==> config.mk <==
export PLATFORM = sky130hd
export DESIGN_NAME = speed_round_ctrl
export DESIGN_NICKNAME = d
export VERILOG_FILES = /design/src/rtl/speed_round_ctrl_pkg.sv /design/src/rtl/speed_round_ctrl_tick_down_counter.sv /design/src/rtl/speed_round_ctrl.sv
export SDC_FILE = /design/constraint.sdc
export NUM_CORES = 1
export LEC_CHECK = 0
export CORE_ASPECT_RATIO = 0.9
export CORE_UTILIZATION = 40
export DETAILED_ROUTE_END_ITERATION = 16
export PLACE_DENSITY = 0.59
export SLEW_MARGIN = 5
export SYNTH_ARGS = -nofsm -noshare
export SYNTH_HDL_FRONTEND = slang
export SYNTH_HIERARCHICAL = 1
export SYNTH_SLANG_ARGS = --single-unit
==> constraint.sdc <==
create_clock -name clk -period 4.21 [get_ports clk]
set_clock_uncertainty 0.2 [all_clocks]
set_input_delay 0.6315 -clock clk [delete_from_list [all_inputs] [get_ports clk]]
set_output_delay 0.6315 -clock clk [all_outputs]
set_load 0.01 [all_outputs]
==> src/rtl/speed_round_ctrl_pkg.sv <==
`default_nettype none
//------------------------------------------------------------------------------
// Module  : speed_round_ctrl_pkg
// Brief   : Shared state encoding and result codes for the speed-round sequencer.
// Revision: 1.0 - initial release
//------------------------------------------------------------------------------
package speed_round_ctrl_pkg;

    typedef enum logic [2:0] {
        ST_IDLE   = 3'd0,
        ST_CLEAR  = 3'd1,
        ST_COUNT  = 3'd2,
        ST_ROUND  = 3'd3,
        ST_SETTLE = 3'd4,
        ST_RESULT = 3'd5,
        ST_EXIT   = 3'd6
    } state_t;

    localparam logic [1:0] c_RES_NONE  = 2'b00;
    localparam logic [1:0] c_RES_LEFT  = 2'b01;
    localparam logic [1:0] c_RES_RIGHT = 2'b10;
    localparam logic [1:0] c_RES_TIE   = 2'b11;

    // A tie outranks right so that a simultaneous tie/right flag reads as a tie.
    function automatic logic [1:0] sample_result(input logic tie, input logic right);
        logic [1:0] res;
        if (tie) begin
            res = c_RES_TIE;
        end else if (right) begin
            res = c_RES_RIGHT;
        end else begin
            res = c_RES_LEFT;
        end
        return res;
    endfunction

endpackage
`default_nettype wire

==> src/rtl/speed_round_ctrl_tick_down_counter.sv <==
`default_nettype none
//------------------------------------------------------------------------------
// Module  : tick_down_counter
// Brief   : Loadable tick-enabled down-counter that saturates at zero.
// Revision: 1.0 - initial release
//------------------------------------------------------------------------------
module tick_down_counter #(
    parameter int TW = 4
) (
    input  logic          clk,
    input  logic          rst,
    input  logic          i_load,
    input  logic [TW-1:0] i_load_value,
    input  logic          i_tick,
    output logic [TW-1:0] o_value,
    output logic [TW-1:0] o_value_nxt,
    output logic          o_zero
);

    logic [TW-1:0] r_value;
    logic [TW-1:0] w_value_nxt;

    always_comb begin
        w_value_nxt = r_value;
        if (i_load) begin
            w_value_nxt = i_load_value;
        end else if (i_tick && (r_value != '0)) begin
            w_value_nxt = r_value - TW'(1);
        end
    end

    always_ff @(posedge clk or posedge rst) begin
        if (rst) begin
            r_value <= '0;
        end else begin
            r_value <= w_value_nxt;
        end
    end

    assign o_value     = r_value;
    assign o_value_nxt = w_value_nxt;
    assign o_zero      = (r_value == '0);

endmodule
`default_nettype wire

==> src/rtl/speed_round_ctrl.sv <==
`default_nettype none
//------------------------------------------------------------------------------
// Module  : speed_round_ctrl
// Brief   : Tug-of-War speed-round sequencer: countdown, push window, settle,
//           sample and one-shot result publication.
// Revision: 1.0 - initial release
//------------------------------------------------------------------------------
module speed_round_ctrl
    import speed_round_ctrl_pkg::*;
#(
    parameter int COUNT_TICKS  = 3,
    parameter int ROUND_TICKS  = 5,
    parameter int RESULT_TICKS = 2,
    parameter int SETTLE_CYC   = 4,
    parameter int TW           = 4
) (
    input  logic       clk,
    input  logic       rst,
    input  logic       tick,
    input  logic       start,
    input  logic       abort,
    input  logic       speed_right,
    input  logic       speed_tie,
    output logic       speedRound,
    output logic       speedExit,
    output logic [3:0] countdown,
    output logic [1:0] result,
    output logic       result_valid,
    output logic       busy
);

    localparam int              c_SW          = $clog2(SETTLE_CYC + 1);
    localparam logic [c_SW-1:0] c_SETTLE_LAST = c_SW'(SETTLE_CYC - 1);

    state_t          r_state;
    state_t          w_state_nxt;
    logic [c_SW-1:0] r_settle_cnt;

    logic            w_ld;
    logic [TW-1:0]   w_ld_val;
    logic            w_tick_en;
    logic [TW-1:0]   w_tval;
    logic [TW-1:0]   w_tval_nxt;
    logic            w_tzero;
    logic            w_phase_done;
    logic            w_settle_done;
    logic            w_tick_phase;

    assign w_tick_phase  = (r_state == ST_COUNT) || (r_state == ST_ROUND) ||
                           (r_state == ST_RESULT);
    assign w_tick_en     = tick && w_tick_phase;
    // A zero counter in a tick phase only arises from a zero-length parameter; fall through.
    assign w_phase_done  = w_tzero || (tick && (w_tval == TW'(1)));
    assign w_settle_done = (r_state == ST_SETTLE) && (r_settle_cnt == c_SETTLE_LAST);

    always_comb begin
        w_state_nxt = r_state;
        case (r_state)
            ST_IDLE:   if (start)         w_state_nxt = ST_CLEAR;
            ST_CLEAR:                     w_state_nxt = ST_COUNT;
            ST_COUNT:  if (w_phase_done)  w_state_nxt = ST_ROUND;
            ST_ROUND:  if (w_phase_done)  w_state_nxt = ST_SETTLE;
            ST_SETTLE: if (w_settle_done) w_state_nxt = ST_RESULT;
            ST_RESULT: if (w_phase_done)  w_state_nxt = ST_EXIT;
            ST_EXIT:                      w_state_nxt = ST_IDLE;
            default:                      w_state_nxt = ST_IDLE;
        endcase
        if (abort && (r_state != ST_IDLE) && (r_state != ST_EXIT)) begin
            w_state_nxt = ST_EXIT;
        end
    end

    // The tick counter is reloaded only on entry to a tick-timed phase.
    always_comb begin
        w_ld     = 1'b0;
        w_ld_val = '0;
        if (w_state_nxt != r_state) begin
            case (w_state_nxt)
                ST_COUNT:  begin w_ld = 1'b1; w_ld_val = TW'(COUNT_TICKS);  end
                ST_ROUND:  begin w_ld = 1'b1; w_ld_val = TW'(ROUND_TICKS);  end
                ST_RESULT: begin w_ld = 1'b1; w_ld_val = TW'(RESULT_TICKS); end
                default:   begin w_ld = 1'b0; w_ld_val = '0;                end
            endcase
        end
    end

    tick_down_counter #(
        .TW (TW)
    ) u_tick_ctr (
        .clk          (clk),
        .rst          (rst),
        .i_load       (w_ld),
        .i_load_value (w_ld_val),
        .i_tick       (w_tick_en),
        .o_value      (w_tval),
        .o_value_nxt  (w_tval_nxt),
        .o_zero       (w_tzero)
    );

    always_ff @(posedge clk or posedge rst) begin
        if (rst) begin
            r_state <= ST_IDLE;
        end else begin
            r_state <= w_state_nxt;
        end
    end

    always_ff @(posedge clk or posedge rst) begin
        if (rst) begin
            r_settle_cnt <= '0;
        end else if (r_state == ST_SETTLE) begin
            r_settle_cnt <= r_settle_cnt + c_SW'(1);
        end else begin
            r_settle_cnt <= '0;
        end
    end

    // Outputs are registered from the next state so they change together with it.
    always_ff @(posedge clk or posedge rst) begin
        if (rst) begin
            speedRound   <= 1'b0;
            speedExit    <= 1'b0;
            countdown    <= 4'd0;
            result       <= c_RES_NONE;
            result_valid <= 1'b0;
            busy         <= 1'b0;
        end else begin
            speedRound   <= (w_state_nxt == ST_ROUND);
            speedExit    <= (w_state_nxt == ST_CLEAR) || (w_state_nxt == ST_EXIT);
            countdown    <= (w_state_nxt == ST_COUNT) ? 4'(w_tval_nxt) : 4'd0;
            result_valid <= (r_state == ST_SETTLE) && (w_state_nxt == ST_RESULT);
            busy         <= (w_state_nxt != ST_IDLE);
            if (w_state_nxt == ST_RESULT) begin
                if (r_state == ST_SETTLE) begin
                    result <= sample_result(speed_tie, speed_right);
                end
            end else begin
                result <= c_RES_NONE;
            end
        end
    end

endmodule
`default_nettype wire

==> results of run 1 <==
-- power groups by stage --
stage / clock [mW] / sequential (mW) / combinational [mW]
finish: 0.0866 / 0.348 / 0.678
global route: 0.0988 / 0.360 / 0.752
CTS: 0.0931 / 0.348 / 0.683
detailed placement: 0 / 0.353 / 0.676
global placement: 0 / 0.350 / 0.672
floorplan: 0 / 0.332 / 0.526
-- cell usage in the layout (no fill, tap or decap), drive strengths merged, types with 2 or more instances in the layout --
cell           netlist  routed
and2b                2       2
clkbuf               1       3
dfrtp               20      20
a21oi                8       8
ha                   3       3
a21o                 3       3
and2                 2       2
clkdlybuf4s50        0      16
nor3b                5       5
inv                  8       8
nand2                9       9
a221o                2       2
nor3                 4       4
mux2i                2       2
and3                 5       5
or4                  2       2
o21ai                7       7
o21a                 3       3
nor2                 9       9
nor4b                2       2
a211oi               2       2
nor2b               10      10
-- cells by family (layout without fill, tap and decap cells) --
group	after synthesis	after routing	share of synthesized area
simple gates	55	55	0.283
compound gates	33	33	0.232
flops	20	20	0.396
buf+inv	12	27	0.0396
fa+ha+maj	3	3	0.0297
mux	2	2	0.0159
other cells	1	1	0.00297
-- worst paths after layout --
| kind | to | slack, ps | depth (start not counted) |
|---|---|---|---|
| setup / recovery | countdown[3]$_DFF_PP0_ | 840 | 8 |
| max in group asynchronous | r_settle_cnt[2]$_DFF_PP0_ | 2860 | 2 |
| setup reg to reg | countdown[3]$_DFF_PP0_ | 870 | 10 |
| hold reg to reg | r_settle_cnt[0]$_DFF_PP0_ | 240 | 1 |
| min in group asynchronous | u_tick_ctr/o_value[2]$_DFF_PP0_ | 330 | 2 |
| hold / removal | r_settle_cnt[0]$_DFF_PP0_ | 240 | 1 |
-- critical path, delay by kind of cell --
| kind | cells | cell delay (ps) |
|---|---|---|
| and+or+nand+nor | 4 | 1080 |
| buffers and inverters | 1 | 650 |
| AOI/OAI and AO/OA | 3 | 1000 |
-- routing by layer --
metal | global-route usage | part of all wire | vias up
met2 | 0.234 | 0.42 | 19
met4 | 0.0487 | 0.011 | 0
met1 | 0.274 | 0.53 | 458
met3 | 0.0398 | 0.032 | 4
li1 | - | - | 479
met5 | 0 | 0 | -
-- state kept, by name (all words and copies together), names as in the netlist --
signal and count:
r_settle_cnt 3, speedRound 1, countdown 4, u_tick_ctr/o_value 4, result 2, result_valid 1, speedExit 1, busy 1
r_state 3
-- Yosys cell counts, drive strengths merged, types with 3 or more instances --
cell    n  area (um2)
a21o    3        22.5
buf     3        15.0
nor2b  10        70.1
dfrtp  20         500
nand2   9        33.8
and3    5        31.3
ha      3        37.5
a21oi   8        40.0
o21a    3        22.5
inv     8        30.0
o21ai   7        42.5
nor3    4        25.0
nor2    9        36.3
nor3b   5        53.8
-- layout make-up --
type                       instances  area (um2)
clock buffer                       3        22.5
fill                             283        1390
inverter                           8        30.0
multi-input combinational         94         712
sequential                        20         500
tap                               40        50.0
timing repair buffer              16         160
-- through the flow --
stage | std cells | power, mW
after floorplan | 126 | 0.858
after global routing | 181 | 1.21
final | 181 | 1.11
after CTS | 181 | 1.12
after global placement | 178 | 1.02
after detailed placement | 178 | 1.03
==> flow_metrics.py, run 1 <==
metrics = {
    "die": {
        "pin_count": 17,
        "die_area_mm2": 0.00339,
        "rows": 18,
        "die_h_um": 55.3,
        "die_width_um": 61.2,
        "start_util": 0.441,
        "core_mm2": 0.00286,
    },
    "clock_network": {
        "h-tree-depth": 1,
        "cts_made_buffers": 3,
        "cts_tree": "built",
        "hold_buffers": 0,
        "cts.sinks": 20,
        "clk_latency_ps": 290,
        "clkSlewWorstSetupHoldPaths_ps": 110,
        "cts_setup_buffers": 0,
        "cts-root-buf": "clkbuf_4",
        "clockBufferDepth": 2,
        "ctsResizeCount": 0,
    },
    "critical_path": {
        "cp-end-kind": "flip-flop",
        "crit_start": "abort",
        "rr_startpoint": "u_tick_ctr/o_value[0]$_DFF_PP0_",
        "critical_path_class": "in -> reg",
        "critPathMaxStageDelay_ps": 670,
        "critPathArrivalTime_ps": 3370,
        "critPathMaxFanout": 11,
        "required_ps": 4200,
        "crit_slowest_cell": "or4_1",
        "cp_cell_sequence": "clkdlybuf4s50_1, or4_1, o31ai_4, nor2_2, a211oi_2, nor3_1, a221o_1, and3_1",
        "cp-start-kind": "primary input",
    },
    "route": {
        "routed_wl_um": 2550,
        "drtIter0Drc": 44,
        "wl_per_cell_um": 14.1,
        "ant_nets": 0,
        "num_vias": 960,
        "drt-pass1-iter-count": 4,
        "viasPerCell": 5.30,
        "drc": 0,
    },
    "sta": {
        "max_slew_margin": 0.577,
        "hold_violations": 0,
        "worst_slack_ps": 838,
        "holdWs_ps": 237,
        "rsz0062_at_grt": "false",
        "max_freq_mhz": 297,
        "slew_viol_final": 0,
        "finalCritPeriodShare": 0.801,
        "tightest_slew_ps": 634,
        "setup_tns_ps": 0,
        "post-route-min-period_ps": 3370,
        "finalSetupViolCount": 0,
    },
    "pwr": {
        "seqPwrFrac": 0.312,
        "ir_drop_v": 0.000343,
        "p_leak_nw": 0.647,
        "p_sw_mw": 0.497,
        "netSwitchingFraction": 0.447,
        "pwr-share-comb": 0.610,
        "clkPwrFrac": 0.078,
        "internal-power_mw": 0.615,
        "p_per_area_mw_per_mm2": 754,
    },
    "run_status": {
        "outcome": "finished, final reports clean",
    },
    "global_route": {
        "grt_max_degree": 17,
        "grt_pass1_vias": 918,
        "antenna_found_initial": 0,
        "grt_pass1_wl_um": 4370,
        "grt_usage": 0.174,
        "overflow": 0,
    },
    "synthesis": {
        "ys_warn_count": 6,
        "synthDistinctLibCells": 46,
        "synth-edff-count": 0,
        "yosysSeqAreaShare": 0.396,
        "synthCells": 126,
        "synth_seq_cells": 20,
        "synth_flop_cell": "dfrtp_1",
        "synthArstFlopShare": 1.00,
        "synth.avg_cell_area_um2": 10.0,
        "syn-cell-area_mm2": 0.00126,
        "synth_fp_nets": 136,
    },
    "place": {
        "dp_hpwl_um": 1900,
        "place_area_mm2": 0.00145,
        "port_buffers": 16,
        "preCtsSetupSlack_ps": 537,
        "gp_congestion": 0.767,
    },
    "layout": {
        "fin_area_mm2": 0.00148,
        "drive_above_1_share": 0.149,
        "insertedDiodeCount": 0,
        "postLayoutCoreUtil": 0.516,
        "nets": 153,
        "area_growth_pct": 16.8,
    },
    "flow_run": {
        "cap_violations": 0,
    },
    "hold_path": {
        "hold_path.class": "reg -> reg",
        "worstHoldStart": "r_settle_cnt[0]$_DFF_PP0_",
    },
}
Power figures use the tool's default switching activity.
==> run 2: changes to the inputs <==
Settings changed: PLACE_DENSITY 0.59 to 0.62.
Clock period 4.21 ns to 2.8 ns, I/O delays scaled along.
==> run 2 against run 1 <==
Net effect:
- worst setup slack worse by 770 ps
- utilization up 10 points
- cell area up 20%
- combinational power up 130%
- flip-flop and latch count unchanged
- final cell count up 16%
- routed wire length up 19%
- critical path depth up 3
- worst hold slack worse by 110 ps
- largest cell class unchanged
==> flow_metrics.py, run 2 (synthesized netlist as in run 1, its figures left out) <==
metrics = {
    "critical_path": {
        "critical_path_class": "reg -> reg",
        "critPathMaxFanout": 7,
        "cp-end-kind": "flip-flop",
        "required_ps": 2800,
        "rrSetupSlack_ps": 70,
        "crit_start": "u_tick_ctr/o_value[1]$_DFF_PP0_",
        "rr_startpoint": "u_tick_ctr/o_value[1]$_DFF_PP0_",
        "cp_cell_sequence": "inv_1, ha_2, nor3b_4, buf_6, a21o_1, o41ai_4, buf_4, a211oi_4, nor3_2, a221o_1, and3_1",
        "rr_worst_depth": 11,
        "critPathMaxStageDelay_ps": 400,
        "critPathArrivalTime_ps": 2720,
        "cp-start-kind": "flip-flop",
        "endpoint": "countdown[3]$_DFF_PP0_",
        "crit_slowest_cell": "dfrtp_1",
        "r2r_end": "countdown[3]$_DFF_PP0_",
    },
    "sta": {
        "max_slew_margin": 0.579,
        "hold_violations": 0,
        "rsz0062_at_grt": "true",
        "finalSetupViolCount": 0,
        "post-route-min-period_ps": 2730,
        "finalCritPeriodShare": 0.974,
        "tightest_slew_ps": 630,
        "slew_viol_final": 0,
        "max_freq_mhz": 367,
        "setup_tns_ps": 0,
    },
    "hold_path": {
        "hold_path.class": "in -> async",
    },
    "route": {
        "routed_wl_um": 3050,
        "drtIter0Drc": 39,
        "ant_nets": 0,
        "drc": 0,
        "drt-pass1-iter-count": 4,
        "wl_per_cell_um": 14.5,
        "viasPerCell": 5.31,
        "num_vias": 1115,
    },
    "place": {
        "dp_hpwl_um": 2170,
        "gp_congestion": 0.821,
        "port_buffers": 16,
    },
    "layout": {
        "mostFrequentLayoutCells": "buf_4 (27), dfrtp_1 (19), clkdlybuf4s50_1 (16)",
        "area_growth_pct": 40.3,
        "nets": 181,
        "ff_latch_area_um2": 502,
        "insertedDiodeCount": 0,
        "layout_commonest_cell": "buf_4",
        "multiInputGateArea_um2": 779,
        "postLayoutCoreUtil": 0.619,
        "drive_above_1_share": 0.365,
        "nFillCells": 250,
    },
    "clock_network": {
        "clockBufferDepth": 2,
        "cts.sinks": 20,
        "clk_latency_ps": 290,
        "cts-root-buf": "clkbuf_4",
        "hold_buffers": 0,
        "cts_tree": "built",
        "cts_made_buffers": 3,
        "h-tree-depth": 1,
        "clkSlewWorstSetupHoldPaths_ps": 110,
    },
    "die": {
        "die_area_mm2": 0.00339,
        "rows": 18,
        "start_util": 0.441,
        "pin_count": 17,
        "die_h_um": 55.3,
        "die_width_um": 61.2,
        "core_mm2": 0.00286,
    },
    "pwr": {
        "internal-power_mw": 1.32,
        "pwr-share-comb": 0.699,
        "netSwitchingFraction": 0.416,
        "p_per_area_mw_per_mm2": 1270,
        "p_leak_nw": 0.805,
        "total_power_mw": 2.26,
        "p_sw_mw": 0.939,
        "ir_drop_v": 0.000619,
        "clkPwrFrac": 0.073,
        "seqPwrFrac": 0.228,
    },
    "global_route": {
        "use_met3": 0.0281,
        "grt_pass1_vias": 1056,
        "grt_use_met2": 0.270,
        "use_met1": 0.312,
        "overflow": 0,
        "grt_usage": 0.193,
        "grt_pass1_wl_um": 4860,
        "busiest_layer": "met1",
        "grt_max_degree": 17,
        "antenna_found_initial": 0,
    },
    "run_status": {
        "outcome": "finished, final reports clean",
    },
    "flow_run": {
        "cap_violations": 0,
    },
}
[run 2: changes by cell type in the layout (fill, tap and decap cells not counted), sizes merged]
cell | before | now
buf | 0 | 28
clkbuf | 3 | 4
[run 2: area by class of cell]
cell class | count | share of cell area
Sequential cell | 20 | 0.283
Tap cell | 40 | 0.0282
Timing Repair Buffer | 44 | 0.211
Clock buffer | 4 | 0.0205
Multi-Input combinational cell | 94 | 0.440
Inverter | 8 | 0.0169
[run 2: critical path: cells and delay by family (launching register included)]
family | cells | cell delay [ps]
AO/OA/AOI/OAI | 4 | 920
adder cells (fa/ha/maj) | 1 | 160
buffers and inverters | 3 | 370
flip-flops | 1 | 400
AND/OR/NAND/NOR | 3 | 560
[run 2: power by group through the flow]
stage	logic, mW	clock network [mW]	registers, mW
after floorplan	0.800	0	0.503
after global placement	1.28	0	0.509
after detailed placement	1.30	0	0.513
after CTS	1.36	0.171	0.507
after global routing	1.70	0.185	0.528
final	1.58	0.165	0.514
[run 2: what timing repair did]
action | CTS | global route
endpoints found under the setup margin | 1 | 5
buffers inserted | 3 | 7
pin swaps | 1 | 10
gates resized for setup | 3 | 14
gates cloned | 0 | 0
[run 2: worst min-delay path by stage]
stage,startpoint,to,slack [ps],cells after the start
finish,rst,u_tick_ctr/o_value[0]$_DFF_PP0_,130,2
global placement,r_settle_cnt[0]$_DFF_PP0_,r_settle_cnt[0]$_DFF_PP0_,230,1
global route,rst,u_tick_ctr/o_value[0]$_DFF_PP0_,140,2
floorplan,rst,u_tick_ctr/o_value[0]$_DFF_PP0_,-10,1
detailed placement,r_settle_cnt[0]$_DFF_PP0_,r_settle_cnt[0]$_DFF_PP0_,230,1
CTS,rst,u_tick_ctr/o_value[0]$_DFF_PP0_,120,2
[run 2: routing by layer]
layer	share of wire	vias up
met1	0.51	564
li1	-	534
met2	0.46	15
met5	0	-
met3	0.024	2
met4	0.0046	0
[run 2: stage by stage]
step	cells	worst slack, ps	hold WS [ps]	area [um2]
after global routing	210	-52.0	137	1770
after CTS	204	15.5	123	1670
after global placement	197	-111	228	1600
after floorplan	126	10.0	-13.9	1270
final	210	72.7	125	1770
after detailed placement	197	-227	231	1600
